<file path="config.mk">
export PLATFORM = sky130hd
export DESIGN_NAME = if_fetch
export DESIGN_NICKNAME = d
export VERILOG_FILES = /design/src/rtl/mips_pkg.sv /design/src/rtl/if_hold_buf.sv /design/src/rtl/if_fetch.sv
export SDC_FILE = /design/constraint.sdc
export NUM_CORES = 1
export LEC_CHECK = 0
export BUFFER_PORTS_ARGS = -buffer_cell sky130_fd_sc_hd__buf_4
export CAP_MARGIN = 20
export CORE_MARGIN = 2
export CORE_UTILIZATION = 53
export DETAILED_ROUTE_END_ITERATION = 16
export PLACE_DENSITY = 0.81
export SYNTH_ARGS = -nofsm -noshare
export SYNTH_HDL_FRONTEND = slang
export SYNTH_HIERARCHICAL = 1
export SYNTH_SLANG_ARGS = --single-unit
</file>
<file path="constraint.sdc">
create_clock -name clk -period 4 [get_ports clk]
set_clock_uncertainty 0.1 [all_clocks]
set_input_delay 0.2 -clock clk [delete_from_list [all_inputs] [get_ports clk]]
set_output_delay 0.2 -clock clk [all_outputs]
set_load 0.005 [all_outputs]
</file>
<file path="src/rtl/mips_pkg.sv">
// Definitions shared by the MIPS fetch and decode stages.
// Reset/exception vectors, the NOP encoding and the IF response record.
package mips_pkg;

    localparam logic [31:0] RESET_PC   = 32'hBFC0_0000;
    localparam logic [31:0] EXC_VECTOR = 32'hBFC0_0380;
    localparam logic [31:0] NOP_INST   = 32'h0000_0000;

    typedef struct packed {
        logic        valid;
        logic        fault;
        logic [31:0] pc;
        logic [31:0] pc4;
    } if_resp_t;

    function automatic logic is_misaligned(input logic [31:0] addr);
        return |addr[1:0];
    endfunction

endpackage

</file>
<file path="src/rtl/if_hold_buf.sv">
// Capture/replay register for a fetched word that must outlive its SRAM read cycle.
// Clear takes priority over capture; a captured word is held until cleared.
module if_hold_buf
    import mips_pkg::*;
(
    input  logic        clk,
    input  logic        rst,
    input  logic        capture,
    input  logic        clear,
    input  logic [31:0] din,
    output logic [31:0] dout,
    output logic        valid
);

    always_ff @(posedge clk) begin
        if (rst) begin
            dout  <= NOP_INST;
            valid <= 1'b0;
        end else if (clear) begin
            valid <= 1'b0;
        end else if (capture) begin
            dout  <= din;
            valid <= 1'b1;
        end
    end

endmodule

</file>
<file path="src/rtl/if_fetch.sv">
// Instruction-fetch stage: owns the fetch PC, drives the instruction SRAM and
// presents {instruction, PC, PC+4, fault} to the IF/ID register.
module if_fetch
    import mips_pkg::*;
(
    input  logic        clk,
    input  logic        rst,
    input  logic        stall,
    input  logic        branch_taken,
    input  logic [31:0] branch_target,
    input  logic        exc_flush,
    output logic        inst_sram_en,
    output logic [31:0] inst_sram_addr,
    input  logic [31:0] inst_sram_rdata,
    output logic [31:0] inst_o,
    output logic [31:0] pc_o,
    output logic [31:0] pc4_o,
    output logic        addr_fault_o
);

    logic [31:0] pc_r;
    logic [31:0] fetch_addr;
    logic [31:0] next_seq;
    logic        fault;
    logic        issue;
    if_resp_t    resp_r;

    logic        hold_valid;
    logic        hold_capture;
    logic        hold_clear;
    logic [31:0] hold_data;

    // Branch redirect is combinational so the target issues in the same cycle.
    always_comb begin
        fetch_addr     = branch_taken ? branch_target : pc_r;
        next_seq       = fetch_addr + 32'd4;
        fault          = is_misaligned(fetch_addr);
        issue          = !rst && !stall && !exc_flush;
        inst_sram_en   = issue && !fault;
        inst_sram_addr = {fetch_addr[31:2], 2'b00};
        hold_clear     = exc_flush || !stall;
        hold_capture   = stall && resp_r.valid && !resp_r.fault && !hold_valid;
    end

    always_ff @(posedge clk) begin
        if (rst) begin
            pc_r   <= RESET_PC;
            resp_r <= '0;
        end else if (exc_flush) begin
            pc_r         <= EXC_VECTOR;
            resp_r.valid <= 1'b0;
        end else if (!stall) begin
            pc_r         <= next_seq;
            resp_r.valid <= 1'b1;
            resp_r.fault <= fault;
            resp_r.pc    <= fetch_addr;
            resp_r.pc4   <= next_seq;
        end
    end

    // SRAM data is only valid for one cycle after a read; keep it across stalls.
    if_hold_buf u_hold_buf (
        .clk     (clk),
        .rst     (rst),
        .capture (hold_capture),
        .clear   (hold_clear),
        .din     (inst_sram_rdata),
        .dout    (hold_data),
        .valid   (hold_valid)
    );

    always_comb begin
        if (!resp_r.valid || resp_r.fault)
            inst_o = NOP_INST;
        else
            inst_o = hold_valid ? hold_data : inst_sram_rdata;
        pc_o         = resp_r.pc;
        pc4_o        = resp_r.pc4;
        addr_fault_o = resp_r.fault & resp_r.valid;
    end

endmodule

</file>
==> out/metrics.cfg <==
[status]
outcome = completed

[detailed_routing]
wl_per_cell_um = 18.0
drc = 0
num_vias = 6796
dr.pass1.iters = 5
final_antenna_net_count = 0
vias_per_cell = 5.80
wl_um = 21100
first_iter_violations = 561

[synth]
synthFlopType = dfxtp_1
synth_cells = 874
synth.distinct_cells = 66
ys_ff_latch = 129
synth_area_leaders = dfxtp_1, buf_4, mux2i_1, nand4bb_1, nor2_1
postSynthAreaPerCell_um2 = 8.49
synth_edf_count = 0
netlist_area_um2 = 7420
ys_seq_area_share_pct = 34.8
async_reset_ff_share_pct = 0
synth_top_area_cell = dfxtp_1
yosysWarnings = 6
netlist.area_leader.share_pct = 34.8

[floorplan]
rows = 43
placeableCoreArea_um2 = 13800
fp.dieH_um = 122
initial_core_util_pct = 53.9
dieWidth_um = 122
die-area_um2 = 15000
io_pins = 199

[setup_path]
critPathBufInv = 0
cp-start-kind = register
required_ns = 4.21
cp_cell_sequence = mux2_2, ha_1, nand4b_1, a211oi_2, or4b_4, or4_1, o211a_1
endpoint_kind = register
crit_path_max_incr_delay_ns = 0.55
path_max_fanout = 4
crit_family = simple AND/OR/NAND/NOR gates
slowest_stage = or4b_4
path_class = register to register
arrival_ns = 2.93

[power_and_ir_drop]
p_total_mw = 3.36
p_leak_nw = 3.83
power.density_nw_per_um2 = 367
ir_drop_v = 0.000306

[timing]
period_share_pct = 67.9
slew_headroom_pct = 29.9
fmax_mhz = 368
rsz0062_at_grt = no
hold_violations = 0
drv_slew = 0
fin_ws_ns = 1.29
final.min_clock_period_ns = 2.71
finalSetupTns_ns = 0
max_slew.worst_pin.slew_ns = 1.05
setup_viol_count_final = 0

[clock_tree]
cts.repair.resized = 0
clkSlewWorstSetupHoldPaths_ns = 0.06
cts.sinks = 129
cts_htree_levels = 4
cts_buffer_depth = 2
cts_root_buffer = clkbuf_16
cts-buffers-inserted = 17
clk_latency_ns = 0.42
cts_tree = built

[global_route]
grt_pass1_vias = 6484
antenna_found_initial = 0
grt_max_degree = 75
grt_pass1_wl_um = 32900
grt_use_total_pct = 28.1
grt_overflow = 0

[layout]
final_cell_mix = buf_4, dfxtp_1, nor2_1
diodes = 0
fill_cells = 1148
layout-drive-gt1-share_pct = 26.7
syn_to_final_growth_pct = 23.1
layout_commonest_cell = buf_4
fin_nets = 1050

[placement]
place_ws_ns = 1.06
dpl.hpwl_um = 13800
io_buffers = 196
gp_congestion = 0.897

[flow_run]
cap_violations = 0

[worst_hold_path]
hp-class = primary input to register

[cell families (layout without fill, tap and decap cells)]
| logic type | after synthesis | in the layout | synth area share [%] |
|---|---|---|---|
| buffers and inverters | 181 | 298 | 14.8 |
| AOI/OAI and AO/OA | 148 | 148 | 14.0 |
| adders and majority gates | 2 | 2 | 0.337 |
| and+or+nand+nor | 335 | 335 | 25.5 |
| xor gates and xnor gates | 13 | 13 | 1.53 |
| muxes | 65 | 65 | 9.02 |
| DFF | 129 | 129 | 34.8 |
| other | 1 | 2 | 0.0505 |
[synth_stat cells, types with 5 or more instances]
cell type and n:
nand3b_1 7, a21oi_1 14, nor3_1 25, o211ai_1 7, o211a_1 5, xor2_1 6, xnor2_1 7, nand2_1 62
nor2_1 91, inv_1 23, clkbuf_1 40, mux2i_1 52, nand4b_1 6, nor4_1 7, o22ai_1 7, a211oi_1 22
dfxtp_1 129, nand4_1 10, and3_1 7, o21ai_0 17, mux2_2 12, or4_1 7, o21ai_1 30, nand4bb_1 32
buf_2 13, buf_4 99, nand3_1 27, nand2b_1 34
[through the flow]
stage	hold WS, ns	utilization (%)	cells	instance area [µm²]
after floorplan	0.178	-	875	7430
after global placement	0.314	59.5	1102	8190
after detailed placement	0.323	59.5	1102	8190
after CTS	0.122	66.3	1171	9130
after global routing	0.153	66.4	1172	9140
final	0.143	66.4	1172	9140
[path summary, 6_finish.rpt]
check | from | to | slack (ns) | depth (start not counted)
min reg2reg | pc4_o[9]$_SDFFE_PP0P_ | pc4_o[9]$_SDFFE_PP0P_ | 0.36 | 2
min | branch_target[25] | pc_o[25]$_SDFFE_PP0P_ | 0.14 | 3
max reg2reg | pc_r[2]$_SDFFE_PP0N_ | pc_r[28]$_SDFFE_PP1N_ | 1.29 | 7
max | pc_r[2]$_SDFFE_PP0N_ | pc_r[28]$_SDFFE_PP1N_ | 1.29 | 7
[power by group]
part | leakage (nW) | internal (mW) | total [mW] | switching, mW
sequential | 1.05 | 1.34 | 1.37 | 0.0341
clock | 0.275 | 0.916 | 1.49 | 0.576
combinational | 2.50 | 0.248 | 0.494 | 0.246
total | 3.83 | 2.50 | 3.36 | 0.856
[routing by layer]
metal | global-route usage, % | routed length, µm | up-vias
met4 | 14.2 | 744 | 0
li1 | - | - | 3217
met3 | 6.04 | 1420 | 57
met5 | 0 | 0 | -
met2 | 44.3 | 9960 | 311
met1 | 36.3 | 8970 | 3211
[layout make-up]
class / count / area, µm² / area share [%]
Tap cell: 180 / 225 / 2.46
Clock buffer: 23 / 488 / 5.34
Clock inverter: 9 / 81.3 / 0.890
Multi-Input combinational cell: 565 / 3760 / 41.1
Sequential cell: 129 / 2580 / 28.3
Inverter: 23 / 86.3 / 0.944
Timing Repair Buffer: 243 / 1920 / 21.0
[sequential cells by signal, indices dropped and copies added, names as in the netlist]
| name | count |
|---|---|
| pc4_o | 30 |
| pc_o | 32 |
| pc_r | 32 |
| resp_r | 2 |
| u_hold_buf/dout | 32 |
| u_hold_buf/valid | 1 |
[repair_timing]
item / 4_1_cts / 5_1_grt
endpoints found under the hold margin: 36 / 0
buffers inserted: 0 / 0
hold buffers: 37 / 0
[tightest hold or removal path, delay by kind of cell]
kind / cells / cell delay [ns]
compound gates: 1 / 0.20
buf+inv: 1 / 0.09
mux: 1 / 0.11
Power figures use the tool's default switching activity.
